### config.mk
export PLATFORM = sky130hd
export DESIGN_NAME = instruction_encoder_loader_flat
export DESIGN_NICKNAME = d
export VERILOG_FILES = /design/src/rtl/instruction_encoder_loader_if.sv /design/src/rtl/instruction_encoder_loader.sv /design/src/flat_wrapper.sv
export SDC_FILE = /design/constraint.sdc
export NUM_CORES = 1
export LEC_CHECK = 0
export ABC_AREA = 1
export CORE_ASPECT_RATIO = 1.2
export CORE_MARGIN = 5
export CORE_UTILIZATION = 39
export DETAILED_ROUTE_END_ITERATION = 16
export PLACE_DENSITY_LB_ADDON = 0.08
export SLEW_MARGIN = 20
export SYNTH_ARGS = -nofsm -noshare
export SYNTH_HDL_FRONTEND = slang
export SYNTH_SLANG_ARGS = --single-unit
### constraint.sdc
create_clock -name clk -period 1.3 [get_ports clk]
set_clock_uncertainty 0.05 [all_clocks]
set_input_delay 0.195 -clock clk [delete_from_list [all_inputs] [get_ports clk]]
set_output_delay 0.195 -clock clk [all_outputs]
set_load 0.01 [all_outputs]
### src/rtl/instruction_encoder_loader_if.sv
// Operation-entry and instruction-memory write bus for instruction_encoder_loader.
// The master drives sessions and operation fields; the slave (the loader) drives memory writes.
interface instruction_encoder_loader_if #(
  parameter int unsigned ADDR_W = 8
);
  logic              start;
  logic [ADDR_W-1:0] base_addr;
  logic [ADDR_W-1:0] count;
  logic              op_valid;
  logic              op_ready;
  logic [10:0]       ALUCtl_code;
  logic [3:0]        cond_field;
  logic              set_flags;
  logic [3:0]        rd;
  logic [3:0]        rn;
  logic [3:0]        rm;
  logic [7:0]        shift;
  logic [3:0]        rotate;
  logic [7:0]        immediateValue;
  logic [23:0]       br_address;
  logic [11:0]       dt_address;
  logic              imem_wr_en;
  logic [ADDR_W-1:0] imem_addr;
  logic [31:0]       imem_wdata;
  logic              busy;
  logic              done;
  logic              bad_op;

  modport master (
    output start, base_addr, count, op_valid, ALUCtl_code, cond_field, set_flags,
           rd, rn, rm, shift, rotate, immediateValue, br_address, dt_address,
    input  op_ready, imem_wr_en, imem_addr, imem_wdata, busy, done, bad_op
  );

  modport slave (
    input  start, base_addr, count, op_valid, ALUCtl_code, cond_field, set_flags,
           rd, rn, rm, shift, rotate, immediateValue, br_address, dt_address,
    output op_ready, imem_wr_en, imem_addr, imem_wdata, busy, done, bad_op
  );
endinterface

### src/rtl/instruction_encoder_loader.sv
// Encodes decoded operation fields into 32-bit instruction words and writes them to instruction memory.
// Optional INSTR_ENC_CHECKSUM_EN adds a per-session XOR checksum output.
module instruction_encoder_loader #(
  parameter int unsigned ADDR_W = 8
) (
  input  logic                          clk,
  input  logic                          reset,
  instruction_encoder_loader_if.slave   bus
`ifdef INSTR_ENC_CHECKSUM_EN
  ,
  output logic [31:0]                   checksum
`endif
);

  localparam logic [1:0] StIdle   = 2'd0;
  localparam logic [1:0] StAccept = 2'd1;
  localparam logic [1:0] StWrite  = 2'd2;
  localparam logic [1:0] StDone   = 2'd3;

  localparam logic [1:0] LoReg = 2'd0;
  localparam logic [1:0] LoImm = 2'd1;
  localparam logic [1:0] LoDt  = 2'd2;

  logic [1:0]        state_q, state_d;
  logic [ADDR_W-1:0] addr_q, addr_d;
  logic [ADDR_W-1:0] remaining_q, remaining_d;
  logic [31:0]       word_q, word_d;
  logic              bad_q, bad_d;

  logic              enc_ok;
  logic              is_branch;
  logic [1:0]        lo_sel;
  logic [7:0]        hi;
  logic [19:0]       lo;
  logic [31:0]       enc_word;

  // Field layout mirrors the CPU decoder; compare/test ops force S=1.
  always_comb begin
    enc_ok    = 1'b1;
    is_branch = 1'b0;
    lo_sel    = LoReg;
    hi        = 8'h00;
    case (bus.ALUCtl_code)
      11'd0:   hi = {7'b0000100, bus.set_flags};
      11'd1:   begin hi = {7'b0010100, bus.set_flags}; lo_sel = LoImm; end
      11'd2:   hi = {7'b0000010, bus.set_flags};
      11'd3:   hi = {7'b0000000, bus.set_flags};
      11'd4:   hi = {7'b0001100, bus.set_flags};
      11'd5:   hi = {7'b0000001, bus.set_flags};
      11'd6:   hi = {7'b0001101, bus.set_flags};
      11'd7:   hi = {7'b0001111, bus.set_flags};
      11'd8:   hi = 8'b00010101;
      11'd9:   hi = 8'b00010001;
      11'd10:  hi = 8'b00010011;
      11'd11:  hi = {7'b0001110, bus.set_flags};
      11'd12:  begin hi = {7'b0011101, bus.set_flags}; lo_sel = LoImm; end
      11'd13:  begin hi = 8'b00110101; lo_sel = LoImm; end
      11'd41:  begin hi = 8'b01011000; lo_sel = LoDt; end
      11'd42:  begin hi = 8'b01011001; lo_sel = LoDt; end
      11'd31:  is_branch = 1'b1;
      11'd32:  is_branch = 1'b1;
      default: enc_ok = 1'b0;
    endcase

    case (lo_sel)
      LoImm:   lo = {bus.rn, bus.rd, bus.rotate, bus.immediateValue};
      LoDt:    lo = {bus.rn, bus.rd, bus.dt_address};
      default: lo = {bus.rn, bus.rd, bus.shift, bus.rm};
    endcase

    if (is_branch) begin
      enc_word = {bus.cond_field, 3'b101, bus.ALUCtl_code == 11'd32, bus.br_address};
    end else begin
      enc_word = {bus.cond_field, hi, lo};
    end
  end

  always_comb begin
    state_d     = state_q;
    addr_d      = addr_q;
    remaining_d = remaining_q;
    word_d      = word_q;
    bad_d       = 1'b0;
    case (state_q)
      StIdle: begin
        if (bus.start) begin
          addr_d      = bus.base_addr;
          remaining_d = bus.count;
          state_d     = (bus.count == '0) ? StDone : StAccept;
        end
      end
      StAccept: begin
        if (bus.op_valid) begin
          if (enc_ok) begin
            word_d  = enc_word;
            state_d = StWrite;
          end else begin
            bad_d = 1'b1;
          end
        end
      end
      StWrite: begin
        addr_d      = addr_q + 1'b1;
        remaining_d = remaining_q - 1'b1;
        state_d     = (remaining_q == ADDR_W'(1)) ? StDone : StAccept;
      end
      default: state_d = StIdle;
    endcase
  end

  always_ff @(posedge clk or posedge reset) begin
    if (reset) begin
      state_q     <= StIdle;
      addr_q      <= '0;
      remaining_q <= '0;
      word_q      <= '0;
      bad_q       <= 1'b0;
    end else begin
      state_q     <= state_d;
      addr_q      <= addr_d;
      remaining_q <= remaining_d;
      word_q      <= word_d;
      bad_q       <= bad_d;
    end
  end

  // Strobe decodes straight from state so an async reset kills it within the same cycle.
  assign bus.op_ready   = (state_q == StAccept);
  assign bus.imem_wr_en = (state_q == StWrite);
  assign bus.imem_addr  = addr_q;
  assign bus.imem_wdata = word_q;
  assign bus.busy       = (state_q != StIdle);
  assign bus.done       = (state_q == StDone);
  assign bus.bad_op     = bad_q;

`ifdef INSTR_ENC_CHECKSUM_EN
  logic [31:0] chk_q;

  always_ff @(posedge clk or posedge reset) begin
    if (reset) begin
      chk_q <= '0;
    end else if (state_q == StIdle && bus.start) begin
      chk_q <= '0;
    end else if (state_q == StWrite) begin
      chk_q <= chk_q ^ word_q;
    end
  end

  assign checksum = chk_q;
`endif

endmodule

### src/flat_wrapper.sv
// flat-port wrapper written by rule: the top's interface ports become plain ports
module instruction_encoder_loader_flat 
#(
  parameter int unsigned ADDR_W = 8
)
  (clk, reset, bus_start, bus_base_addr, bus_count, bus_op_valid, bus_ALUCtl_code, bus_cond_field, bus_set_flags, bus_rd, bus_rn, bus_rm, bus_shift, bus_rotate, bus_immediateValue, bus_br_address, bus_dt_address, bus_op_ready, bus_imem_wr_en, bus_imem_addr, bus_imem_wdata, bus_busy, bus_done, bus_bad_op);
  instruction_encoder_loader_if #(.ADDR_W(ADDR_W)) bus_i ();
  input  logic clk;
  input  logic reset;
  input wire logic [$bits(bus_i.start)-1:0] bus_start;
  input wire logic [$bits(bus_i.base_addr)-1:0] bus_base_addr;
  input wire logic [$bits(bus_i.count)-1:0] bus_count;
  input wire logic [$bits(bus_i.op_valid)-1:0] bus_op_valid;
  input wire logic [$bits(bus_i.ALUCtl_code)-1:0] bus_ALUCtl_code;
  input wire logic [$bits(bus_i.cond_field)-1:0] bus_cond_field;
  input wire logic [$bits(bus_i.set_flags)-1:0] bus_set_flags;
  input wire logic [$bits(bus_i.rd)-1:0] bus_rd;
  input wire logic [$bits(bus_i.rn)-1:0] bus_rn;
  input wire logic [$bits(bus_i.rm)-1:0] bus_rm;
  input wire logic [$bits(bus_i.shift)-1:0] bus_shift;
  input wire logic [$bits(bus_i.rotate)-1:0] bus_rotate;
  input wire logic [$bits(bus_i.immediateValue)-1:0] bus_immediateValue;
  input wire logic [$bits(bus_i.br_address)-1:0] bus_br_address;
  input wire logic [$bits(bus_i.dt_address)-1:0] bus_dt_address;
  output wire logic [$bits(bus_i.op_ready)-1:0] bus_op_ready;
  output wire logic [$bits(bus_i.imem_wr_en)-1:0] bus_imem_wr_en;
  output wire logic [$bits(bus_i.imem_addr)-1:0] bus_imem_addr;
  output wire logic [$bits(bus_i.imem_wdata)-1:0] bus_imem_wdata;
  output wire logic [$bits(bus_i.busy)-1:0] bus_busy;
  output wire logic [$bits(bus_i.done)-1:0] bus_done;
  output wire logic [$bits(bus_i.bad_op)-1:0] bus_bad_op;
  assign bus_i.start = bus_start;
  assign bus_i.base_addr = bus_base_addr;
  assign bus_i.count = bus_count;
  assign bus_i.op_valid = bus_op_valid;
  assign bus_i.ALUCtl_code = bus_ALUCtl_code;
  assign bus_i.cond_field = bus_cond_field;
  assign bus_i.set_flags = bus_set_flags;
  assign bus_i.rd = bus_rd;
  assign bus_i.rn = bus_rn;
  assign bus_i.rm = bus_rm;
  assign bus_i.shift = bus_shift;
  assign bus_i.rotate = bus_rotate;
  assign bus_i.immediateValue = bus_immediateValue;
  assign bus_i.br_address = bus_br_address;
  assign bus_i.dt_address = bus_dt_address;
  assign bus_op_ready = bus_i.op_ready;
  assign bus_imem_wr_en = bus_i.imem_wr_en;
  assign bus_imem_addr = bus_i.imem_addr;
  assign bus_imem_wdata = bus_i.imem_wdata;
  assign bus_busy = bus_i.busy;
  assign bus_done = bus_i.done;
  assign bus_bad_op = bus_i.bad_op;
  instruction_encoder_loader #(.ADDR_W(ADDR_W)) u_core (.clk(clk), .reset(reset), .bus(bus_i));
endmodule
==> qor.csv, run 1 <==
metric;value;unit
final_common_cell;nand2_1;
die-height;112;um
startpoint_type;input port;
finalWirelength;14300;um
grt_max_degree;52;
cts_buffers;5;
area_growth;99.4;%
die_x;95.3;um
antenna_found_initial;0;
rows;37;
timing.final.crit_period;1730;ps
synth_top_area_frac;0.375;
final.period_utilization;1.33;
path_class;input port to register;
synth-seq-area-share;0.375;
synth_area_per_cell;7.10;um^2
cts_tree;done;
fin_setup_tns;-17470;ps
worst_slack;-430;ps
htree_levels;2;
peakVddDrop;0.663;mV
holdCritPathClass;input port to async pin;
clock-sinks;51;
async_flop_share;1.00;
drc;0;
gp_congestion;0.863;
grt_use_met1;0.282;
synthCells;479;
initial_core_util;0.397;
required;1460;ps
coreArea;0.00856;mm^2
grt_pass1_vias;4503;
synth_edf_count;0;
synth_area_leaders;dfrtp_1 (38%), nand2_1 (14%), a21oi_1 (5.6%);
cts_root_buf;clkbuf_8;
violations;negative setup slack;
ys_warn_count;0;
fmax;578;MHz
nets;857;
clockBufferDepth;2;
netlist_area;0.00340;mm^2
cap_violations;0;
hold_viol;0;
cp.arrival;1890;ps
vias;4433;
layout_common_cells;nand2_1 (112), clkdlybuf4s50_1 (92), buf_4 (84);
leakage;3.26;nW
syn_nets;588;
diodes;0;
met3_usage;0.0362;
grt_setup_unrepaired;true;
drv_slew;0;
hold_slack;226;ps
busiest_layer;met2;
insertion_delay;310;ps
drive_above_1_share;0.385;
portBuffers;148;
synth_flop_cell;dfrtp_1;
via_per_inst;5.12;
io_pins;149;
ys_types;36;
synth_area_leader_cell;dfrtp_1;
worst_pin_slew;319;ps
setup_violations;56;
max_slew_margin;0.785;
nFillCells;563;
outcome;complete, but fails checks;
overflow;0;
hpwl;8920;um
power_density;1290;mW/mm^2
dieArea;0.0107;mm^2
synth-seq-cells;51;
drt_iter0_drc;240;
dr.pass1.iters;4;
grtUsageMet2;0.439;
wl_per_cell;16.6;um
clk_pin_slew;110;ps
critPathMaxFanout;6;
grt_pass1_wl;21000;um
drtAntennaViolNets;0;
grt_util_all_layers;0.245;
cp-end-kind;register;
[through the flow]
step                      utilization  cells  power [mW]  setup slack [ps]  cell area, um^2
after global placement          0.663    809        5.71             -1070             5680
after global routing            0.792    866        9.21              -500             6780
after floorplan                     -    479        3.85              -604             3490
after CTS                       0.759    858        7.91              -430             6500
final                           0.792    866        8.78              -430             6780
after detailed placement        0.663    809        5.80             -1150             5680
[cell type report]
| cell class | instances | area, um^2 | area share |
|---|---|---|---|
| inverter | 56 | 241 | 0.0356 |
| multi-input combinational | 354 | 2260 | 0.333 |
| clock inverter | 2 | 38.8 | 0.00572 |
| timing repair buffer | 280 | 2740 | 0.404 |
| clock buffer | 6 | 82.6 | 0.0122 |
| sequential | 51 | 1280 | 0.188 |
| tap | 117 | 146 | 0.0216 |
[power breakdown]
part           leakage [nW]  switching [mW]  internal, mW
Sequential            0.644           0.332          2.01
Clock                0.0618           0.584         0.635
Combinational          2.56            2.57          2.65
Total                  3.26            3.48          5.29
[per-layer routing]
| layer | up-vias | part of all wire |
|---|---|---|
| li1 | 2124 | - |
| met1 | 2097 | 0.39 |
| met2 | 171 | 0.52 |
| met3 | 41 | 0.054 |
| met4 | 0 | 0.035 |
| met5 | - | 0 |
[state kept, by name, summed over array words and instances (netlist names)]
name                   flops
u_core.remaining_q         8
u_core.bus.bad_op          1
u_core.state_q             2
u_core.bus.imem_wdata     32
u_core.bus.imem_addr       8
[path summary, 6_finish.rpt]
| check | start | to | slack [ps] | depth (start not counted) |
|---|---|---|---|---|
| setup / recovery | bus_ALUCtl_code[7] | u_core.bus.imem_wdata[10] | -430 | 16 |
| hold / removal | reset | u_core.bus.imem_wdata[18] | 230 | 3 |
| setup reg to reg | u_core.state_q[0] | u_core.bus.imem_wdata[17] | -380 | 10 |
| hold reg to reg | u_core.bus.imem_wdata[8] | u_core.bus.imem_wdata[8] | 440 | 2 |
| max in group asynchronous | reset | u_core.bus.imem_addr[4] | 700 | 3 |
| min in group clk | bus_cond_field[1] | u_core.bus.imem_wdata[29] | 380 | 3 |
[worst max-delay path: stages]
cell and delay [ps]:
buf_8 100, nor2_4 100, nand2_2 80, nor2_4 140, inv_2 50, nor2_2 100
inv_1 60, o21ai_2 160, inv_2 60, ha_4 180, buf_6 130, a22o_1 200
nand2_1 50, a21oi_1 60, a21oi_1 140, o21ai_2 70
[kinds of logic (layout without fill, tap and decap cells)]
logic type	Yosys count	count (layout)	synth area share
AOI/OAI and AO/OA	121	121	0.218
and+or+nand+nor	227	227	0.290
buffers and inverters	74	344	0.0960
DFF	51	51	0.375
xor gates and xnor gates	1	1	0.00257
adders and majority gates	5	5	0.0184
[synth_stat cells, types with 2 or more instances]
cell type	n
nand2_1	129
inv_2	8
clkbuf_1	5
nor3_1	2
o21ai_2	10
a21boi_0	8
buf_6	5
nor2_1	37
nand3_1	32
o21ai_1	13
nand2_2	4
nor2_2	10
o31ai_1	2
nand4_1	5
o22ai_1	2
nand3b_1	2
buf_2	6
o21ai_0	26
o211ai_1	7
a22o_1	12
a21oi_1	38
dfrtp_1	51
nor4_1	2
inv_1	47
ha_1	5
[repair_timing]
item,4_1_cts,5_1_grt
hold buffers,0,0
buffers inserted,37,19
pin swaps,36,33
cloned,6,0
resized for setup,216,89
endpoints found under the setup margin,96,60
(Power assumes the default switching activity.)
==> run 2, diff against run 1 <==
Settings changed: ABC_AREA 1 to unset, CORE_UTILIZATION 39 to 38.
Clock period 1.3 ns to 1.5 ns, I/O delays scaled along.
==> qor.csv, run 2 <==
metric;value;unit
finalWirelength;14000;um
drc;0;
via_per_inst;5.51;
initial_core_util;0.384;
grt_util_all_layers;0.247;
clockBufferDepth;2;
drt_iter0_drc;164;
gp_congestion;0.886;
io_pins;149;
violations;negative setup slack;
dieArea;0.0105;mm^2
insertion_delay;320;ps
startpoint;u_core.state_q[1];
worst_slack;-496;ps
final_util;0.790;
hpwl;8800;um
required;1660;ps
timing.final.crit_period;2000;ps
syn_nets;488;
overflow;0;
cap_violations;0;
reg2reg_from;u_core.state_q[1];
path_class;register to register;
grt_max_degree;28;
htree_levels;2;
async_flop_share;1.00;
fin_setup_tns;-13930;ps
layout_common_cells;clkdlybuf4s50_1 (92), buf_4 (75), dfrtp_1 (50);
clock-sinks;51;
vias;4091;
max_slew_margin;0.715;
nets;734;
synth_area_per_cell;8.57;um^2
worst_pin_slew;427;ps
diodes;0;
holdCritPathClass;input port to async pin;
fmax;501;MHz
ys_types;53;
cp-end-kind;register;
clk_pin_slew;100;ps
synth_area_leader_cell;dfrtp_1;
cts_buffers;5;
die-height;111;um
area_growth;106;%
cts_tree;done;
cp.arrival;2160;ps
startpoint_type;register;
rows;37;
coreArea;0.00847;mm^2
peakVddDrop;0.954;mV
largest_register_ffs;32;
yosysMostFrequentCell;nand2_1;
outcome;complete, but fails checks;
synth_area_leaders;dfrtp_1 (39%), mux2i_1 (7.1%), o21ai_0 (6.8%);
netlist_area;0.00325;mm^2
setup_violations;47;
cts_root_buf;clkbuf_8;
grt_setup_unrepaired;true;
drive_above_1_share;0.431;
grt_pass1_vias;4120;
ys_warn_count;0;
synth-seq-cells;51;
synth_flop_cell;dfrtp_1;
wl_per_cell;18.8;um
synth_common_cells;nand2_1 (52), dfrtp_1 (51), o21ai_0 (44);
power_density;1030;mW/mm^2
antenna_found_initial;0;
leakage;3.22;nW
drv_slew;0;
nFillCells;546;
grt_pass1_wl;20700;um
synth_top_area_frac;0.393;
hold_viol;0;
synthCells;379;
critPathMaxFanout;5;
synth_edf_count;0;
final_cell_count_no_fill;743;
final.period_utilization;1.33;
dp.cells;693;
portBuffers;148;
dr.pass1.iters;5;
final_common_cell;clkdlybuf4s50_1;
die_x;94.4;um
drtAntennaViolNets;0;
synth-seq-area-share;0.393;
==> run 2: cell types whose count changed after synthesis, sizes merged, moves of 10 or more <==
cell | previous run | this run
nor2 | 48 | 19
nand2 | 134 | 52
nand3 | 33 | 7
a21oi | 38 | 24
clkbuf | 5 | 21
inv | 55 | 13
a22oi | 1 | 16
mux2i | 0 | 23
a22o | 12 | 2
==> run 2: where the power goes <==
group          internal [mW]  total, mW  switching, mW
Sequential              1.70       1.96          0.260
Clock                  0.501       1.00          0.499
Combinational           2.17       3.96           1.79
==> run 2: worst paths after layout <==
check | endpoint | cells past startpoint | slack (ps)
worst max-delay path | u_core.bus.imem_wdata[31] | 5 | -500
max in group asynchronous | u_core.bus.imem_wdata[18] | 3 | 730
worst min register to register | u_core.bus.imem_wdata[1] | 2 | 440
worst max register to register | u_core.bus.imem_wdata[31] | 5 | -500
min in group clk | u_core.bus.imem_wdata[26] | 4 | 340
worst min-delay path | u_core.bus.imem_wdata[31] | 2 | 170
==> run 2: stage by stage <==
step	cell area, um^2	power [mW]	hold WS (ps)	setup WS, ps
finish	6700	6.93	166	-496
floorplan	3370	3.25	224	-451
global route	6700	7.31	177	-571
detailed placement	5440	4.88	420	-1270
CTS	6260	6.32	174	-462
global placement	5440	4.83	410	-1150
==> run 2: timing repair <==
action / CTS / global route
hold endpoints to repair: 0 / 0
gates resized for setup: 230 / 105
setup buffers: 23 / 20
pin swaps: 39 / 29
hold buffers: 0 / 0
setup endpoints to repair: 75 / 69
cloned: 6 / 0
==> run 2: cell families after synthesis <==
group / Yosys count / synth area share
compound gates: 127 / 0.246
xor+xnor: 4 / 0.0108
fa+ha+maj: 5 / 0.0193
buf+inv: 40 / 0.0528
flops: 51 / 0.393
mux: 28 / 0.0882
simple gates: 124 / 0.190
==> run 2: layout make-up <==
| class | instances | area, um^2 | area share |
|---|---|---|---|
| inverter | 13 | 55.1 | 0.00822 |
| clock buffer | 7 | 76.3 | 0.0114 |
| clock inverter | 1 | 30.0 | 0.00449 |
| sequential | 51 | 1280 | 0.191 |
| multi-input combinational | 288 | 2460 | 0.368 |
| timing repair buffer | 266 | 2650 | 0.395 |
| tap | 117 | 146 | 0.0219 |
==> run 2: routing by layer <==
metal,wire length (um),track usage
met1,4970,0.290
met2,7650,0.454
met3,883,0.0401
met4,476,0.0723
met5,0,0
==> run 2: critical path: stages, from the launching register on <==
cell and delay [ps]:
dfrtp_1 400, nand3b_1 200, or4b_1 510, o32a_4 270, buf_6 170, mux2_4 290
==> run 3, diff against run 2 <==
--- a/config.mk
+++ b/config.mk
@@ -9,5 +9,7 @@
 export CORE_MARGIN = 5
 export CORE_UTILIZATION = 38
+export CTS_CLUSTER_DIAMETER = 30
 export DETAILED_ROUTE_END_ITERATION = 16
+export HOLD_SLACK_MARGIN = 0.08
 export PLACE_DENSITY_LB_ADDON = 0.08
 export SLEW_MARGIN = 20
==> constraint.sdc (replaced) <==
create_clock -name clk -period 1.5 [get_ports clk]
set_clock_uncertainty 0.05 [all_clocks]
set_input_delay 0.3 -clock clk [delete_from_list [all_inputs] [get_ports clk]]
set_output_delay 0.3 -clock clk [all_outputs]
set_load 0.01 [all_outputs]
==> qor.csv, run 3 (synthesis gave the netlist of run 2 again) <==
metric;value;unit
cp.arrival;2200;ps
final.period_utilization;1.35;
required;1670;ps
outcome;complete, but fails checks;
grt_setup_unrepaired;true;
diodes;0;
setup_violations;42;
cp-end-kind;register;
hpwl;8950;um
p_sw_frac;0.374;
fin_area;0.00637;mm^2
die-height;111;um
gp_congestion;0.848;
htree_levels;2;
r2r_setup_slack;-530;ps
violations;negative setup slack;
dr.pass1.iters;4;
final_common_cell;clkdlybuf4s50_1;
die_x;94.4;um
coreArea;0.00847;mm^2
clk_pin_slew;120;ps
via_per_inst;5.39;
timing.final.crit_period;2030;ps
drive_above_1_share;0.383;
place_area;0.00546;mm^2
drt_iter0_drc;149;
path_buf_inv;2;
portBuffers;148;
io_pins;149;
drv_slew;0;
worst_pin_slew;381;ps
cap_violations;0;
area_growth;96.1;%
startpoint_type;register;
hold_viol;0;
power_density;964;mW/mm^2
wl_per_cell;17.9;um
grt_pass1_vias;4074;
grt_pass1_wl;20200;um
combPwrFrac;0.543;
leakage;2.98;nW
clock-sinks;51;
peakVddDrop;0.794;mV
grt_max_degree;25;
grt_util_all_layers;0.240;
holdCritPathClass;input port to async pin;
path_delay_family;simple AND/OR/NAND/NOR gates;
overflow;0;
vias;3980;
rows;37;
layout_common_cells;clkdlybuf4s50_1 (91), buf_4 (82), dfrtp_1 (50);
fmax;493;MHz
seqPwrFrac;0.315;
max_slew_margin;0.745;
internal_power;3.85;mW
path_class;register to register;
critPathMaxFanout;4;
clockBufferDepth;2;
drtAntennaViolNets;0;
finalWirelength;13200;um
cpPeakStageDelay;540;ps
r2r_cells;6;
reg2reg_from;u_core.state_q[1];
cts_buffers;5;
insertion_delay;320;ps
final_cell_count_no_fill;739;
antenna_found_initial;0;
reg2reg_to;u_core.state_q[1];
critPathSlowestCell;or4b_1;
worst_slack;-530;ps
cts_tree;done;
drc;0;
nets;730;
dieArea;0.0105;mm^2
dp.cells;696;
cts_root_buf;clkbuf_8;
initial_core_util;0.384;
power.switching;2.29;mW
crit_path_cell_trace;nand3b_1, or4b_1, o32a_1, buf_6, buf_8, a221oi_4;
clock_power_share;0.142;
largest_register_ffs;32;
## run 3: cell types whose count changed in the layout (fill, tap and decap cells not counted), sizes merged, moves of 2 or more
cell | previous run | this run
clkdlybuf4s15 | 3 | 5
dlygate4sd2 | 29 | 36
dlymetal6s2s | 14 | 0
inv | 12 | 14
## run 3: metrics by stage
| step | hold WS, ps | util | setup slack [ps] | TNS [ps] | total power, mW |
|---|---|---|---|---|---|
| finish | 218 | 0.752 | -530 | -15460 | 6.14 |
| floorplan | 299 | - | -526 | -12320 | 3.24 |
| global placement | 408 | 0.645 | -1250 | -38700 | 4.82 |
| detailed placement | 418 | 0.645 | -1310 | -41090 | 4.87 |
| CTS | 232 | 0.723 | -537 | -14430 | 6.00 |
| global route | 233 | 0.752 | -570 | -17920 | 6.55 |
## run 3: metal layers
| layer | GRT usage | part of all wire | up-vias |
|---|---|---|---|
| met5 | 0 | 0 | - |
| met4 | 0.0626 | 0.023 | 0 |
| met3 | 0.0448 | 0.058 | 27 |
| met2 | 0.436 | 0.54 | 150 |
| met1 | 0.285 | 0.38 | 1932 |
| li1 | - | - | 1871 |
## run 3: power by group through the flow
| stage | combinational (mW) | sequential (mW) | clock (mW) |
|---|---|---|---|
| detailed placement | 2.94 | 1.94 | 0 |
| global placement | 2.89 | 1.93 | 0 |
| global route | 3.63 | 1.98 | 0.942 |
| CTS | 3.21 | 1.92 | 0.877 |
| floorplan | 1.17 | 2.07 | 0 |
| finish | 3.33 | 1.93 | 0.873 |
## run 3: cell type report
cell class,count,area [um^2]
Clock buffer,5,68.8
Clock inverter,3,22.5
Fill cell,626,2100
Inverter,13,55.1
Multi-Input combinational cell,288,2320
Sequential cell,51,1280
Tap cell,117,146
Timing Repair Buffer,262,2480
## run 3: what timing repair did
item / CTS / global route
hold buffers: 0 / 0
endpoints found under the hold margin: 0 / 0
pin swaps: 35 / 32
gates cloned: 4 / 0
buffers inserted: 26 / 14
resized for setup: 236 / 65
endpoints found under the setup margin: 89 / 57
## run 3: worst max path at each step
stage	cells past startpoint	startpoint	slack [ps]	endpoint
floorplan	11	bus_ALUCtl_code[7]	-530	u_core.bus.imem_wdata[9]
global placement	10	bus_ALUCtl_code[7]	-1250	u_core.bus.imem_wdata[10]
detailed placement	10	bus_ALUCtl_code[7]	-1310	u_core.bus.imem_wdata[7]
CTS	12	bus_ALUCtl_code[8]	-540	u_core.bus.imem_wdata[8]
global route	6	u_core.state_q[1]	-570	u_core.state_q[1]
finish	6	u_core.state_q[1]	-530	u_core.state_q[1]
